--- src/rtl/telemetry_tx.sv ---
// Periodic telemetry packet transmitter: snapshots battery voltage, motor current and
// pedal torque and sends them as an 8-byte framed packet over an 8N1 UART.
module telemetry_tx #(
  parameter int unsigned BAUD_DIV    = 2604,
  parameter int unsigned PERIOD_BITS = 20
) (
  input  logic        clk,
  input  logic        rst,
  input  logic [11:0] batt_v,
  input  logic [11:0] avg_curr,
  input  logic [11:0] avg_torque,
  output logic        TX,
  output logic        busy,
  output logic        pkt_done
);

  localparam int unsigned BAUD_W = (BAUD_DIV > 1) ? $clog2(BAUD_DIV) : 1;
  localparam int unsigned SNAP_W = 36;
  localparam logic [BAUD_W-1:0] BAUD_LAST = BAUD_W'(BAUD_DIV - 1);

  typedef enum logic [1:0] {
    IDLE  = 2'd0,
    START = 2'd1,
    DATA  = 2'd2,
    STOP  = 2'd3
  } state_e;

  state_e                 state_q, state_d;
  logic [PERIOD_BITS-1:0] period_q, period_d;
  logic [BAUD_W-1:0]      baud_q, baud_d;
  logic [2:0]             bit_q, bit_d;
  logic [2:0]             byte_q, byte_d;
  logic [SNAP_W-1:0]      snap_q, snap_d;
  logic                   tx_q, tx_d;
  logic                   busy_q, busy_d;
  logic                   done_q, done_d;

  logic                   trigger_c;
  logic                   bit_end_c;
  logic [2:0]             next_bit_c;
  logic [7:0]             cur_byte_c;

  assign trigger_c  = &period_q;
  assign bit_end_c  = (baud_q == BAUD_LAST);
  assign next_bit_c = bit_q + 3'd1;

  // Packet byte selected by byte index; payload bytes come only from the snapshot.
  always_comb begin
    cur_byte_c = 8'hAA;
    case (byte_q)
      3'd0:    cur_byte_c = 8'hAA;
      3'd1:    cur_byte_c = 8'h55;
      3'd2:    cur_byte_c = {4'h0, snap_q[35:32]};
      3'd3:    cur_byte_c = snap_q[31:24];
      3'd4:    cur_byte_c = {4'h0, snap_q[23:20]};
      3'd5:    cur_byte_c = snap_q[19:12];
      3'd6:    cur_byte_c = {4'h0, snap_q[11:8]};
      default: cur_byte_c = snap_q[7:0];
    endcase
  end

  // Next-state logic; TX/busy/pkt_done are computed one cycle ahead and registered.
  always_comb begin
    state_d  = state_q;
    period_d = period_q + PERIOD_BITS'(1);
    baud_d   = baud_q;
    bit_d    = bit_q;
    byte_d   = byte_q;
    snap_d   = snap_q;
    tx_d     = tx_q;
    busy_d   = busy_q;
    done_d   = 1'b0;

    case (state_q)
      IDLE: begin
        tx_d   = 1'b1;
        busy_d = 1'b0;
        if (trigger_c) begin
          snap_d  = {batt_v, avg_curr, avg_torque};
          state_d = START;
          baud_d  = '0;
          byte_d  = 3'd0;
          tx_d    = 1'b0;
          busy_d  = 1'b1;
        end
      end
      START: begin
        if (bit_end_c) begin
          baud_d  = '0;
          bit_d   = 3'd0;
          state_d = DATA;
          tx_d    = cur_byte_c[0];
        end else begin
          baud_d = baud_q + BAUD_W'(1);
        end
      end
      DATA: begin
        if (bit_end_c) begin
          baud_d = '0;
          if (bit_q == 3'd7) begin
            state_d = STOP;
            tx_d    = 1'b1;
          end else begin
            bit_d = next_bit_c;
            tx_d  = cur_byte_c[next_bit_c];
          end
        end else begin
          baud_d = baud_q + BAUD_W'(1);
        end
      end
      STOP: begin
        if (bit_end_c) begin
          baud_d = '0;
          if (byte_q == 3'd7) begin
            state_d = IDLE;
            byte_d  = 3'd0;
            tx_d    = 1'b1;
            busy_d  = 1'b0;
            done_d  = 1'b1;
          end else begin
            byte_d  = byte_q + 3'd1;
            state_d = START;
            tx_d    = 1'b0;
          end
        end else begin
          baud_d = baud_q + BAUD_W'(1);
        end
      end
      default: begin
        state_d = IDLE;
        tx_d    = 1'b1;
        busy_d  = 1'b0;
      end
    endcase
  end

  always_ff @(posedge clk or posedge rst) begin
    if (rst) begin
      state_q  <= IDLE;
      period_q <= '0;
      baud_q   <= '0;
      bit_q    <= 3'd0;
      byte_q   <= 3'd0;
      snap_q   <= '0;
      tx_q     <= 1'b1;
      busy_q   <= 1'b0;
      done_q   <= 1'b0;
    end else begin
      state_q  <= state_d;
      period_q <= period_d;
      baud_q   <= baud_d;
      bit_q    <= bit_d;
      byte_q   <= byte_d;
      snap_q   <= snap_d;
      tx_q     <= tx_d;
      busy_q   <= busy_d;
      done_q   <= done_d;
    end
  end

  assign TX       = tx_q;
  assign busy     = busy_q;
  assign pkt_done = done_q;

endmodule

--- config.mk ---
export PLATFORM = sky130hd
export DESIGN_NAME = telemetry_tx
export DESIGN_NICKNAME = d
export VERILOG_FILES = /design/src/rtl/telemetry_tx.sv
export SDC_FILE = /design/constraint.sdc
export NUM_CORES = 1
export LEC_CHECK = 0
export CORE_ASPECT_RATIO = 1.25
export CORE_MARGIN = 5
export CORE_UTILIZATION = 55
export DETAILED_ROUTE_END_ITERATION = 6
export HOLD_SLACK_MARGIN = 0.12
export PLACE_DENSITY = 0.77
export SLEW_MARGIN = 20
export SYNTH_ARGS = -nofsm -noshare
export SYNTH_HDL_FRONTEND = slang
export SYNTH_SLANG_ARGS = --single-unit
--- constraint.sdc ---
create_clock -name clk -period 2.87 [get_ports clk]
set_input_delay 0.4305 -clock clk [delete_from_list [all_inputs] [get_ports clk]]
set_output_delay 0.4305 -clock clk [all_outputs]
set_load 0.1 [all_outputs]
Yosys cells after proc, flatten, opt, wreduce, memory -nomap -nowiden
Index checks and enable logic that the tools add are counted.
{ "op_classes": {"magnitude_cmp": 1, "muxes": 34, "n_eq_ne": 19, "reduce_logical": 12, "n_addsub": 4} }
{ "op_table": {"columns": ["op", "count"], "rows": [
  ["8-bit one-hot mux with 7 select lines", 1],
  ["12-bit two-way mux", 2],
  ["12-bit one-hot mux with 2 select lines", 1],
  ["21-bit AND reduction", 1],
  ["20-bit by 1-bit adder with 20-bit output, second input constant", 1],
  ["20-bit AND reduction", 1],
  ["3-bit two-way mux", 6],
  ["3-bit equality test, second input constant", 5],
  ["2-bit inequality test, second input constant", 7],
  ["1-bit two-way mux", 13],
  ["12-bit by 1-bit adder with 12-bit output, second input constant", 1],
  ["12-bit equality test, second input constant", 1],
  ["3-bit one-hot mux with 2 select lines", 2],
  ["2-bit two-way mux", 5],
  ["3-bit AND reduction", 3],
  ["2-bit one-hot mux with 4 select lines", 1],
  ["3-bit by 1-bit adder with 3-bit output, second input constant", 2],
  ["3-bit by 2-bit equality test with 1-bit output, second input constant", 2],
  ["5-bit AND reduction", 1],
  ["2-bit equality test, second input constant", 2],
  ["3-bit by 4-bit < comparator with 1-bit output, second input constant", 1],
  ["1-bit one-hot mux with 4 select lines", 1],
  ["4-bit AND reduction", 1],
  ["2-bit nonzero test", 2],
  ["other kinds (7)", 7]
]} }
{ "word_totals": {"elab_cells": 79, "output_inout_bits": 3, "ff_bits": 79} }

Longest topological paths before layout
Gate-level depths: netlist of run 1.
{ "logic_depth": {"ltp_word": 7, "depth_mapped": 9, "mapped_depth_nobuf": 8} }

Least setup slack after synthesis of run 1
No wires, ideal clock.
{ "synth_path": {"path_kind": "register to register", "start": "register byte_q[0]", "end": "register tx_q (netlist: TX)", "required_ns": 2.809, "path_stages_with_launch": 10, "arrival_time_ns": 2.303, "path_buffers": 1, "path_slack_ns": 0.506, "path_cell_list": "dfrtp_1 -> ha_1 -> ha_1 -> buf_6 -> or4_4 -> nand3_2 -> o21ai_2 -> and3_4 -> a311o_1 -> o21ba_1"} }
{ "synth_via": {"elab_chain_len": 7} }
{ "synth_rtl": {"columns": ["element", "line", "rtl"], "rows": [
  ["start, declared", "32", "logic [2:0] byte_q, byte_d;"],
  ["start signal, assigned", "153", "byte_q <= byte_d;"],
  ["3-bit equality test, or another cell as far along", "50", "case (byte_q)"],
  ["8-bit one-hot mux with 7 select lines", "50", null],
  ["1-bit binary-select mux with 3-bit select", "105", "tx_d = cur_byte_c[next_bit_c];"],
  ["1-bit two-way mux (not written as such)", "105", null],
  ["1-bit two-way mux", "100", "if (bit_q == 3'd7) begin"],
  ["1-bit two-way mux", "98", "if (bit_end_c) begin"],
  ["1-bit one-hot mux with 4 select lines *", "74", "case (state_q)"],
  ["end signal, assigned", "155", "tx_q <= tx_d;"],
  ["end, declared", "34", "logic tx_q, tx_d;"]
]} }
Every way passes the cells marked *; elsewhere a longest branch is shown, timed or not. The select of a mux whose other input is x is not followed.
A chain may end at the register's enable or synchronous reset.

Final worst setup path of run 1
Same ends and word-level chain as after synthesis.

==> Flow_metrics.wiki, run 1 <==
{| class="wikitable"
! Metric !! Value
|-
| Switch Pwr || 461.0 uW
|-
| Reg2Reg Depth || 7
|-
| Worst path most repeated cell || ha_1
|-
| Kind of critical path || reg -> reg
|-
| Count of input and output buffers || 40
|-
| Drt first pass iters || 4
|-
| Net count of the finished layout || 456
|-
| RSZ-0062 raised after global routing || false
|-
| Required @ worst endpoint || 3.16 ns
|-
| Residual DRC count || 0
|-
| Number of antenna violations at the first check in global routing || 0
|-
| Count of inserted antenna diode cells || 0
|-
| Number of placed I/O pins || 41
|-
| Share of final-layout standard cells stronger than drive strength 1 || 18.38%
|-
| Top library cells by usage in the layout, fill and taps aside || dfrtp_1 (78), clkdlybuf4s50_1 (37), nand2_1 (26)
|-
| Max incr delay on CP || 0.79 ns
|-
| Horizontal extent of the die || 87.25 um
|-
| CP endpoint || TX
|-
| CTS sink count || 79
|-
| Max Cap Violations || 0
|-
| Synth Area in Compound Gates || 13.63%
|-
| Number of buffers created by CTS || 9
|-
| First-pass GRT wire length || 14.08 mm
|-
| Commonest non-fill, non-tap cell in the layout || dfrtp_1
|-
| Most common flop cell mapped by yosys || dfrtp_1
|-
| Core Area || 7313 sq um
|-
| Hold/Removal Path Class || in -> async
|-
| Post-CTS sizing || 0
|-
| Vias after detailed routing || 2925
|-
| Number of fillers in the final layout || 566
|-
| Chain of cells forming the critical path || ha_1, ha_1, nor4_1, a21boi_0, o211ai_1, o311ai_0, o21ba_1
|-
| Post-synthesis register bit count || 79
|-
| Chip Height || 106.6 um
|-
| Worst path slowest cell || nor4_1
|-
| Post-CTS Repair Setup Buffers || 0
|-
| Routability cong. || 0.9197
|-
| Number of slew-limit violations in the final report || 0
|-
| Largest net degree at the start of global routing || 39
|-
| TritonCTS clock tree || built
|-
| Share of synthesized area occupied by flip-flops and latches || 48.22%
|-
| Number of enable flip-flop cells after synthesis || 0
|-
| Core Rows || 35
|-
| Internal || 1483 uW
|-
| Shortest period the worst path allows || 2.597 ns
|-
| Async S/R FF share, synth || 100.0%
|-
| Via count of the first global-routing pass || 3026
|-
| Number of distinct library cells after synthesis || 56
|-
| Clock power frac || 38.8%
|-
| CTS HTree Levels || 3
|-
| Synthesized Nets || 413
|-
| Power density over cell area || 411.4 nW/um^2
|-
| Number of buffers added to fix hold violations after cts || 0
|-
| Die area || 9297 sq um
|-
| Area of the mapped netlist || 4103 sq um
|-
| Clock root buffer master || clkbuf_8
|-
| Maximum clock insertion buffer count || 2
|-
| Arrival time reported for the critical path endpoint || 2.89 ns
|-
| Worst path setup slack after routing || 0.2733 ns
|-
| Status || complete, no violations
|-
| Gate power share || 3.9%
|-
| Mux contribution to synthesized area || 13.48%
|-
| Largest vdd supply drop || 0.3194 mV
|-
| Pre-CTS worst setup slack || 0.3006 ns
|-
| Worst hold margin || 0.4008 ns
|-
| Overflow left after global routing || 0
|-
| Switching part of the total power || 23.72%
|-
| Total negative slack || 0 ns
|-
| Terminus of the critical flop-to-flop path || TX
|-
| Max FO, Critical Path || 10
|-
| Number of standard cells after synthesis || 360
|-
| Register-to-register path setup slack || 0.27 ns
|-
| Routed WL per cell || 16.51 um
|-
| Largest family of logic cells by synthesized area || compound AO/OA/AOI/OAI gates
|-
| Sort of element at the end of the critical path || flip-flop
|-
| Layout Skew || 0.009656 ns
|-
| Transition time at the pin with the least slew margin || 0.8668 ns
|-
| GRT Total Usage || 19.02%
|-
| Clock-pin transition on the worst setup and hold timing paths || 0.09 ns
|-
| Relative contribution of sequential cells to total power || 57.2%
|-
| Timing startpoint of the critical path || byte_q[0]
|-
| Final hold violation count || 0
|-
| Post-Synth Adder-Cell Area || 4.575%
|-
| Via count normalized by instance count || 5.850
|-
| Starting density of the core || 56.10%
|-
| Yosys Warn Count || 0
|-
| Antenna Nets Post-Route || 0
|-
| Fraction of the mapped netlist area in simple logic gates || 12.38%
|-
| Setup violation total in the final timing report || 0
|-
| FMAX || 0.3851 GHz
|-
| Startpoint type of the worst setup path || flip-flop
|-
| Clock latency on the worst-skew pair || 0.35 ns
|-
| Fraction of synthesized cell area in xor and xnor cells || 3.843%
|-
| Final period util || 90.48%
|-
| Slew HR || 41.68%
|-
| Avg Inst Size Synth || 11.40 sq um
|-
| Placed wire-length estimate after detailed placement || 5.950 mm
|-
| Area growth from synthesis to layout || 15.16%
|-
| Detailed-route wire length || 8.253 mm
|-
| Leakage Power || 0.002097 uW
|-
| Reg2reg start || byte_q[0]
|-
| Starting DRC count in detailed routing || 144
|}
==> per-stage QoR <==
step           total power, uW  cell area [sq um]  instances  util [%]
6_report                  1944               4725        500     64.60
5_1_grt                   2024               4725        500     64.60
4_1_cts                   1964               4725        500     64.60
3_5_place_dp              1213               4546        484     62.16
3_3_place_gp              1212               4546        484     62.16
2_1_floorplan             1151               4103        360         -
==> kinds of logic after synthesis <==
family,count (synthesis)
AND/OR/NAND/NOR,92
AO/OA/AOI/OAI,85
flip-flops,79
multiplexers,44
buffers and inverters,27
XOR/XNOR,18
adder cells (fa/ha/maj),15
==> critical path, delay by kind of cell (launching register included) <==
family,cells,cell delay [ns]
simple gates,1,0.79
compound gates,4,0.77
fa+ha+maj,2,0.54
flops,1,0.44
==> sequential cells by signal (all words and copies together) (netlist names) <==
signal and cells:
snap_q 36, period_q 20, baud_q 12, bit_q 3, byte_q 3, state_q 2, TX 1, busy 1
pkt_done 1
==> metal layers <==
metal / part of all wire [%] / global-route usage, %
met1: 44 / 24.13
met2: 51 / 31.68
met4: 1.5 / 6.469
met5: 0 / 0
met3: 4.0 / 4.264
==> cell type report <==
| type | count | area [sq um] | share of cell area, % |
|---|---|---|---|
| flip-flops and latches | 79 | 1978 | 41.87 |
| multi-input cells | 254 | 1966 | 41.60 |
| repair buffers | 46 | 437.9 | 9.269 |
| clock buffers | 9 | 123.9 | 2.622 |
| well taps | 92 | 115.1 | 2.436 |
| clock inverters | 7 | 55.05 | 1.165 |
| inverters | 13 | 48.80 | 1.033 |
==> power groups by stage <==
stage | Clock (uW) | Combinational [uW] | Sequential [uW]
global placement | 0 | 78.1 | 1130
CTS | 773 | 78.9 | 1110
floorplan | 0 | 17.0 | 1130
detailed placement | 0 | 78.4 | 1130
finish | 755 | 76.8 | 1110
global route | 828 | 84.4 | 1110
==> how the worst min path moves through the flow <==
stage / depth (start not counted) / start / slack, ns / to
floorplan: 1 / period_q[5] / 0.44 / period_q[5]
global placement: 1 / period_q[5] / 0.45 / period_q[5]
global route: 2 / rst / 0.43 / period_q[18]
finish: 2 / rst / 0.40 / period_q[18]
CTS: 2 / rst / 0.40 / period_q[18]
detailed placement: 1 / period_q[5] / 0.46 / period_q[5]
==> Yosys cell counts, drive strengths merged, types with 2 or more instances <==
| cell | n | area share [%] |
|---|---|---|
| a211oi | 2 | 0.37 |
| a21oi | 14 | 1.7 |
| a221o | 2 | 0.49 |
| a221oi | 2 | 0.43 |
| a22o | 4 | 0.85 |
| a22oi | 7 | 1.3 |
| a31oi | 8 | 1.4 |
| a32oi | 3 | 0.64 |
| and2 | 3 | 0.52 |
| and3 | 5 | 1.0 |
| and4 | 7 | 1.5 |
| buf | 9 | 2.2 |
| clkbuf | 5 | 0.46 |
| dfrtp | 78 | 48 |
| ha | 15 | 4.6 |
| inv | 13 | 1.2 |
| mux2 | 39 | 12 |
| mux2i | 5 | 1.2 |
| nand2 | 26 | 2.4 |
| nand3 | 14 | 1.8 |
| nand4 | 10 | 1.5 |
| nor2 | 14 | 1.3 |
| nor2b | 3 | 0.46 |
| nor3 | 4 | 0.61 |
| nor4 | 2 | 0.30 |
| o211ai | 3 | 0.55 |
| o21ai | 27 | 3.4 |
| o31ai | 4 | 0.73 |
| xnor2 | 15 | 3.2 |
| xor2 | 3 | 0.64 |
Power figures use the tool's default switching activity.
==> inputs of run 2 (changes only) <==
ABC_AREA = 1   (was unset)
GPL_TIMING_DRIVEN = 0   (was unset)
==> run 2 against run 1 <==
  * Via count is 5.1% higher
  * Register-to-register slack better by 0.13 ns
  * Combinational power grew 50%
  * Clock skew is 0.0046 ns higher
  * Wire length shrank 0.58%
  * Cell count rose by 16%
  * Global-route usage increased by 0.098 points
  * Die area is 0.41% lower
  * Synthesized cell count rose by 19%
  * Sequential share of layout area decreased by 0.82 points
  * Critical path type unchanged
  * Largest cell class unchanged
==> Flow_metrics.wiki, run 2 <==
{| class="wikitable"
! Metric !! Value
|-
| Internal || 1612 uW (was 1483 uW)
|-
| Status || complete, no violations (unchanged)
|-
| GRT Total Usage || 19.12% (was 19.02%)
|-
| Clock root buffer master || clkbuf_8 (unchanged)
|-
| Number of standard cells after synthesis || 430 (was 360)
|-
| Clock power frac || 38.6% (was 38.8%)
|-
| Starting DRC count in detailed routing || 130 (was 144)
|-
| Post-CTS Repair Setup Buffers || 0 (unchanged)
|-
| Overflow left after global routing || 0 (unchanged)
|-
| Max Cap Violations || 0 (unchanged)
|-
| Setup violation total in the final timing report || 0 (unchanged)
|-
| Kind of critical path || reg -> reg (unchanged)
|-
| Top flop regs || snap_q (36), period_q (20), baud_q (12) (unchanged)
|-
| Shortest period the worst path allows || 2.466 ns (was 2.597 ns)
|-
| Commonest non-fill, non-tap cell in the layout || nand2_1 (was dfrtp_1)
|-
| Detailed-route wire length || 8.205 mm (was 8.253 mm)
|-
| Final Instance Count excl. Fillers || 579 (was 500)
|-
| Number of placed I/O pins || 41 (unchanged)
|-
| Routability cong. || 0.8623 (was 0.9197)
|-
| Reg2Reg Depth || 18 (was 7)
|-
| Count of inserted antenna diode cells || 0 (unchanged)
|-
| Maximum clock insertion buffer count || 2 (unchanged)
|-
| Arrival time reported for the critical path endpoint || 2.76 ns (was 2.89 ns)
|-
| Slew HR || 35.57% (was 41.68%)
|-
| Area of the mapped netlist || 4084 sq um (was 4103 sq um)
|-
| Clock-pin transition on the worst setup and hold timing paths || 0.08 ns (was 0.09 ns)
|-
| Final period util || 85.92% (was 90.48%)
|-
| Chain of cells forming the critical path || inv_1, ha_1, clkbuf_1, inv_1, nand2_1, nor2_1, nor2_1, nand2_1, nand2_1, nand2_1, nand3_1, nand2_1, nand2_1, nand3_1, nand2_1, nand2_1, nand2_1, nand2_1 (was ha_1, ha_1, nor4_1, a21boi_0, o211ai_1, o311ai_0, o21ba_1)
|-
| Max FO, Critical Path || 8 (was 10)
|-
| Number of slew-limit violations in the final report || 0 (unchanged)
|-
| Share of synthesized area occupied by flip-flops and latches || 48.44% (was 48.22%)
|-
| Worst path slowest cell || dfrtp_1 (was nor4_1)
|-
| Largest vdd supply drop || 0.3414 mV (was 0.3194 mV)
|-
| Number of distinct library cells after synthesis || 34 (was 56)
|-
| Layout Skew || 0.01429 ns (was 0.009656 ns)
|-
| Placed cell count || 563 (was 484)
|-
| Drt first pass iters || 4 (unchanged)
|-
| Die area || 9259 sq um (was 9297 sq um)
|-
| Fraction of the core area covered by cells at the end of the flow || 65.89% (was 64.60%)
|-
| Terminus of the critical flop-to-flop path || TX (unchanged)
|-
| Required @ worst endpoint || 3.16 ns (about the same)
|-
| Synthesized Nets || 483 (was 413)
|-
| Via count of the first global-routing pass || 3093 (was 3026)
|-
| Leakage Power || 0.002315 uW (was 0.002097 uW)
|-
| Clock latency on the worst-skew pair || 0.35 ns (about the same)
|-
| Horizontal extent of the die || 87.07 um (was 87.25 um)
|-
| Number of antenna violations at the first check in global routing || 0 (unchanged)
|-
| Vias after detailed routing || 3073 (was 2925)
|-
| Avg Inst Size Synth || 9.497 sq um (was 11.40 sq um)
|-
| Top post-synthesis cells by area || dfrtp_1 (48%), mux2_4 (8.5%), nand2_1 (7.7%) (was dfrtp_1 (48%), mux2_4 (6.2%), mux2_2 (6.0%))
|-
| Sort of element at the end of the critical path || flip-flop (unchanged)
|-
| CTS HTree Levels || 3 (unchanged)
|-
| Register-to-register path setup slack || 0.40 ns (was 0.27 ns)
|-
| Yosys Warn Count || 0 (unchanged)
|-
| Via count normalized by instance count || 5.307 (was 5.850)
|-
| Cell taking the most area after synthesis || dfrtp_1 (unchanged)
|-
| Max reg flops || 36 (unchanged)
|-
| Final hold violation count || 0 (unchanged)
|-
| First-pass GRT wire length || 13.99 mm (was 14.08 mm)
|-
| Number of buffers created by CTS || 9 (unchanged)
|-
| Core Rows || 35 (unchanged)
|-
| RSZ-0062 raised after global routing || false (unchanged)
|-
| Most common flop cell mapped by yosys || dfrtp_1 (unchanged)
|-
| Switch Pwr || 453.3 uW (was 461.0 uW)
|-
| Post-route cell area || 4818 sq um (was 4725 sq um)
|-
| Routed WL per cell || 14.17 um (was 16.51 um)
|-
| Cell with the most instances after synthesis || nand2_1 (was dfrtp_1)
|-
| Post-synthesis register bit count || 79 (unchanged)
|-
| Post-detailed-placement cell area || 4629 sq um (was 4546 sq um)
|-
| Hold/Removal Path Class || in -> async (unchanged)
|-
| Top library cells by usage in the layout, fill and taps aside || nand2_1 (84), dfrtp_1 (78), inv_1 (55) (was dfrtp_1 (78), clkdlybuf4s50_1 (37), nand2_1 (26))
|-
| Relative contribution of sequential cells to total power || 55.8% (was 57.2%)
|-
| Largest net degree at the start of global routing || 46 (was 39)
|-
| Core Area || 7313 sq um (unchanged)
|-
| Worst path setup slack after routing || 0.4041 ns (was 0.2733 ns)
|-
| Switching part of the total power || 21.95% (was 23.72%)
|-
| Count of input and output buffers || 40 (unchanged)
|-
| Reg2reg start || byte_q[2] (was byte_q[0])
|-
| Post-CTS sizing || 0 (unchanged)
|-
| Net count of the finished layout || 535 (was 456)
|-
| TritonCTS clock tree || built (unchanged)
|-
| Starting density of the core || 55.84% (was 56.10%)
|-
| Register containing the most flip-flops in the final layout || snap_q (unchanged)
|-
| Gate power share || 5.6% (was 3.9%)
|-
| Placed wire-length estimate after detailed placement || 6.056 mm (was 5.950 mm)
|-
| Power density over cell area || 428.6 nW/um^2 (was 411.4 nW/um^2)
|-
| Max incr delay on CP || 0.45 ns (was 0.79 ns)
|-
| Pre-CTS worst setup slack || 0.5025 ns (was 0.3006 ns)
|-
| Transition time at the pin with the least slew margin || 0.9634 ns (was 0.8668 ns)
|-
| Area share of the largest cell type after synthesis || 47.79% (was 47.58%)
|-
| Worst path most repeated cell || nand2_1 (was ha_1)
|-
| Antenna Nets Post-Route || 0 (unchanged)
|-
| Share of final-layout standard cells stronger than drive strength 1 || 11.91% (was 18.38%)
|-
| Area growth from synthesis to layout || 17.98% (was 15.16%)
|-
| FMAX || 0.4055 GHz (was 0.3851 GHz)
|-
| Residual DRC count || 0 (unchanged)
|-
| Top cell types by occurrence after synthesis || nand2_1 (84), dfrtp_1 (78), inv_1 (56), nor2_1 (31), nand3_1 (25) (was dfrtp_1 (78), nand2_1 (26), o21ai_0 (25), mux2_2 (22), mux2_4 (17))
|-
| Number of enable flip-flop cells after synthesis || 0 (unchanged)
|-
| CTS sink count || 79 (unchanged)
|-
| Number of buffers added to fix hold violations after cts || 0 (unchanged)
|-
| Chip Height || 106.3 um (was 106.6 um)
|-
| Async S/R FF share, synth || 100.0% (unchanged)
|-
| Startpoint type of the worst setup path || flip-flop (unchanged)
|}
## run 2: cell count changes after synthesis, sizes merged, moves of 7 or more
cell,delta
o22ai,+7
a31oi,-8
and4,-7
nand2,+58
nor2,+19
xnor2,-9
nand3,+13
a22oi,-7
inv,+43
xor2,+9
a21oi,+9
o21ai,-8
mux2,-11
## run 2: cell type report
class / count / area [sq um]
Multi-Input combinational cell: 285 / 1834
Clock inverter: 6 / 61.31
Sequential cell: 79 / 1978
Buffer: 9 / 57.56
Inverter: 57 / 216.5
Timing Repair Buffer: 41 / 427.9
Clock buffer: 10 / 127.6
Fill cell: 583 / 2495
Tap cell: 92 / 115.1
## run 2: power by group through the flow
stage / combinational [uW] / sequential, uW / clock (uW)
floorplan: 50.1 / 1170 / 0
global placement: 109 / 1170 / 0
detailed placement: 117 / 1170 / 0
CTS: 119 / 1150 / 820
global route: 127 / 1150 / 869
finish: 115 / 1150 / 798
## run 2: worst max-delay path by stage
stage,startpoint,endpoint,slack [ns],cells after the start
2_1_floorplan,rst,baud_q[0],0.42,1
3_3_place_gp,rst,snap_q[10],-0.81,2
3_5_place_dp,byte_q[2],TX,0.50,17
4_1_cts,TX,TX,0.41,1
5_1_grt,byte_q[2],TX,0.12,17
6_report,byte_q[2],TX,0.40,18
## run 2: cells by family after synthesis
family | after synthesis | synth area share, %
AO/OA/AOI/OAI | 57 | 7.782
XOR/XNOR | 18 | 3.860
adder cells (fa/ha/maj) | 15 | 4.596
buffers and inverters | 66 | 6.648
flip-flops | 79 | 48.44
multiplexers | 30 | 10.32
AND/OR/NAND/NOR | 165 | 18.35
## run 2: critical path, delay by kind of cell (launching register included)
kind                     cells  cell delay [ns]
adder cells (fa/ha/maj)      1             0.23
buffers and inverters        3             0.51
AND/OR/NAND/NOR             14             1.24
flip-flops                   1             0.45
## run 2: layer usage
| layer | track usage [%] | share of wire (%) | up-vias | routed length (um) |
|---|---|---|---|---|
| met1 | 24.90 | 44 | 1480 | 3603 |
| met4 | 6.013 | 1.4 | 0 | 117 |
| met2 | 31.60 | 50 | 61 | 4126 |
| met5 | 0 | 0 | - | 0 |
| met3 | 4.031 | 4.4 | 13 | 357 |
| li1 | - | - | 1519 | - |
## run 2: per-stage QoR
stage / hold slack (ns) / total power [uW] / setup TNS, ns
floorplan: 0.4224 / 1219 / 0
global placement: 0.4435 / 1283 / -63.02
detailed placement: 0.4479 / 1291 / 0
CTS: 0.4481 / 2090 / 0
global route: 0.4718 / 2151 / 0
finish: 0.4403 / 2065 / 0
==> inputs of run 3 (changes only) <==
CELL_PAD_IN_SITES_DETAIL_PLACEMENT = 1   (was unset)
CELL_PAD_IN_SITES_GLOBAL_PLACEMENT = 2   (was unset)
CORE_UTILIZATION = 36   (was 55)
MAX_ROUTING_LAYER = met4   (was unset)
PLACE_DENSITY = unset   (was 0.77)
PLACE_DENSITY_LB_ADDON = 0.1   (was unset)
==> run 3 against run 2 <==
  * Register-to-register slack about the same
  * Clock power is 48% higher
  * Critical path depth unchanged
  * Cell count rose by 7.4%
  * Utilization fell by 21 points
  * Sequential power about the same
  * Count of clock-buffer cells in the layout is 1 higher
  * Combinational power is essentially flat
  * Sequential share of layout area shrank 1.4 points
  * Largest cell class unchanged
  * Clock skew fell by 0.0074 ns
  * Flip-flop and latch count is the same
==> Flow_metrics.wiki, run 3 (same netlist as run 2, synthesis figures left out) <==
{| class="wikitable"
! Metric !! Value
|-
| Detailed-route wire length || 9.351 mm (was 8.205 mm)
|-
| Largest net degree at the start of global routing || 44 (was 46)
|-
| Setup violation total in the final timing report || 0 (unchanged)
|-
| Sort of element at the end of the critical path || flip-flop (unchanged)
|-
| Leakage Power || 0.002370 uW (was 0.002315 uW)
|-
| Internal || 1934 uW (was 1612 uW)
|-
| Clock-pin transition on the worst setup and hold timing paths || 0.06 ns (was 0.08 ns)
|-
| Post-CTS sizing || 0 (unchanged)
|-
| Final hold violation count || 0 (unchanged)
|-
| Via count of the first global-routing pass || 3351 (was 3093)
|-
| Antenna Nets Post-Route || 0 (unchanged)
|-
| Power density over cell area || 491.0 nW/um^2 (was 428.6 nW/um^2)
|-
| Area of combinational cells with multiple inputs || 1834 sq um (unchanged)
|-
| Reg2reg start || byte_q[2] (unchanged)
|-
| Final total power || 2451 uW (was 2065 uW)
|-
| Routability cong. || 0.7606 (was 0.8623)
|-
| Status || complete, no violations (unchanged)
|-
| Routed WL per cell || 15.03 um (was 14.17 um)
|-
| Timing startpoint of the critical path || byte_q[2] (unchanged)
|-
| Count of input and output buffers || 40 (unchanged)
|-
| Area growth from synthesis to layout || 22.24% (was 17.98%)
|-
| RSZ-0062 raised after global routing || false (unchanged)
|-
| Max Cap Violations || 0 (unchanged)
|-
| Family of cells with the greatest summed delay on the critical path || simple AND/OR/NAND/NOR gates (unchanged)
|-
| Maximum clock insertion buffer count || 2 (unchanged)
|-
| CTS HTree Levels || 3 (unchanged)
|-
| Sequential cell area || 1978 sq um (unchanged)
|-
| Post-CTS Repair Setup Buffers || 0 (unchanged)
|-
| Via count normalized by instance count || 4.904 (was 5.307)
|-
| Number of buffers created by CTS || 9 (unchanged)
|-
| Worst path slowest cell || dfrtp_1 (unchanged)
|-
| GRT Total Usage || 15.38% (was 19.12%)
|-
| Max reg flops || 36 (unchanged)
|-
| Startpoint type of the worst setup path || flip-flop (unchanged)
|-
| Vias after detailed routing || 3050 (was 3073)
|-
| First-pass GRT wire length || 16.30 mm (was 13.99 mm)
|-
| Relative contribution of sequential cells to total power || 47.0% (was 55.8%)
|-
| Overflow left after global routing || 0 (unchanged)
|-
| Share of final-layout standard cells stronger than drive strength 1 || 12.11% (was 11.91%)
|-
| Transition time at the pin with the least slew margin || 0.9651 ns (was 0.9634 ns)
|-
| Slew HR || 35.46% (was 35.57%)
|-
| Number of placed I/O pins || 41 (unchanged)
|-
| Horizontal extent of the die || 105.3 um (was 87.07 um)
|-
| Clock root buffer master || clkbuf_16 (was clkbuf_8)
|-
| TritonCTS clock tree || built (unchanged)
|-
| Starting density of the core || 36.85% (was 55.84%)
|-
| Top flop regs || snap_q (36), period_q (20), baud_q (12) (unchanged)
|-
| Commonest non-fill, non-tap cell in the layout || nand2_1 (unchanged)
|-
| Start point of the worst hold path || period_q[0]
|-
| Worst hold margin || 0.4533 ns (was 0.4403 ns)
|-
| Switch Pwr || 516.9 uW (was 453.3 uW)
|-
| FMAX || 0.4031 GHz (was 0.4055 GHz)
|-
| Placed wire-length estimate after detailed placement || 6.873 mm (was 6.056 mm)
|-
| Register containing the most flip-flops in the final layout || snap_q (unchanged)
|-
| Core Rows || 43 (was 35)
|-
| Switching part of the total power || 21.09% (was 21.95%)
|-
| Core Area || 11080 sq um (was 7313 sq um)
|-
| Chip Height || 129.1 um (was 106.3 um)
|-
| Number of antenna violations at the first check in global routing || 0 (unchanged)
|-
| Number of fillers in the final layout || 1278 (was 583)
|-
| Largest vdd supply drop || 0.2219 mV (was 0.3414 mV)
|-
| CTS sink count || 79 (unchanged)
|-
| Net count of the finished layout || 535 (unchanged)
|-
| Kind of critical path || reg -> reg (unchanged)
|-
| Worst path most repeated cell || nand2_1 (unchanged)
|-
| Residual DRC count || 0 (unchanged)
|-
| Final Instance Count excl. Fillers || 622 (was 579)
|-
| Shortest period the worst path allows || 2.481 ns (was 2.466 ns)
|-
| Hold/Removal Path Class || reg -> reg (was in -> async)
|-
| Final period util || 86.43% (was 85.92%)
|-
| Clock power frac || 48.3% (was 38.6%)
|-
| Number of slew-limit violations in the final report || 0 (unchanged)
|-
| Drt first pass iters || 4 (unchanged)
|-
| Placed cell count || 606 (was 563)
|-
| Arrival time reported for the critical path endpoint || 2.76 ns (about the same)
|-
| Die area || 13590 sq um (was 9259 sq um)
|-
| Starting DRC count in detailed routing || 66 (was 130)
|-
| Layout Skew || 0.006892 ns (was 0.01429 ns)
|-
| Top library cells by usage in the layout, fill and taps aside || nand2_1 (84), dfrtp_1 (78), inv_1 (55) (unchanged)
|-
| WP buf/inv || 3 (unchanged)
|-
| Chain of cells forming the critical path || inv_1, ha_1, clkbuf_1, inv_1, nand2_1, nor2_1, nor2_1, nand2_1, nand2_1, nand2_1, nand3_1, nand2_1, nand2_1, nand3_1, nand2_1, nand2_1, nand2_1, nand2_1 (unchanged)
|-
| Max FO, Critical Path || 8 (unchanged)
|-
| Number of buffers added to fix hold violations after cts || 0 (unchanged)
|-
| Clock latency on the worst-skew pair || 0.34 ns (was 0.35 ns)
|-
| Max incr delay on CP || 0.45 ns (about the same)
|-
| Count of inserted antenna diode cells || 0 (unchanged)
|-
| Required @ worst endpoint || 3.15 ns (was 3.16 ns)
|-
| Gate power share || 4.7% (was 5.6%)
|}
-- run 3: final timing paths --
path / to / slack (ns) / cells past startpoint
max: TX / 0.39 / 18
min: period_q[0] / 0.45 / 1
max reg2reg: TX / 0.39 / 18
min reg2reg: period_q[0] / 0.45 / 1
max in group asynchronous: TX / 1.74 / 3
min in group asynchronous: period_q[13] / 0.47 / 2
-- run 3: layout make-up --
class | instances | share of cell area [%]
sequential | 79 | 39.62
inverter | 57 | 4.336
clock inverter | 5 | 1.128
clock buffer | 11 | 5.063
tap | 135 | 3.383
timing repair buffer | 41 | 8.571
buffer | 9 | 1.153
multi-input combinational | 285 | 36.74
-- run 3: layer usage --
| layer | up-vias | wire length (um) | GRT usage [%] |
|---|---|---|---|
| li1 | 1518 | - | - |
| met1 | 1482 | 4494 | 20.37 |
| met2 | 39 | 4434 | 23.46 |
| met3 | 11 | 269 | 3.039 |
| met4 | 0 | 153 | 5.643 |
| met5 | - | 0 | - |
-- run 3: power by group through the flow --
| stage | logic (uW) | clock network [uW] | registers, uW |
|---|---|---|---|
| after floorplan | 50.1 | 0 | 1170 |
| after global placement | 110 | 0 | 1170 |
| after detailed placement | 118 | 0 | 1170 |
| after CTS | 119 | 1230 | 1150 |
| after global routing | 128 | 1270 | 1150 |
| final | 115 | 1180 | 1150 |
-- run 3: stage by stage --
step                      setup slack (ns)  TNS (ns)  instance area, sq um  util [%]
after floorplan                     0.4178         0                  4084         -
after global placement              -1.045    -81.20                  4653     41.98
after detailed placement            0.3986         0                  4683     42.26
after CTS                           0.3409         0                  4992     45.04
after global routing               0.09217         0                  4992     45.04
final                               0.3894         0                  4992     45.04
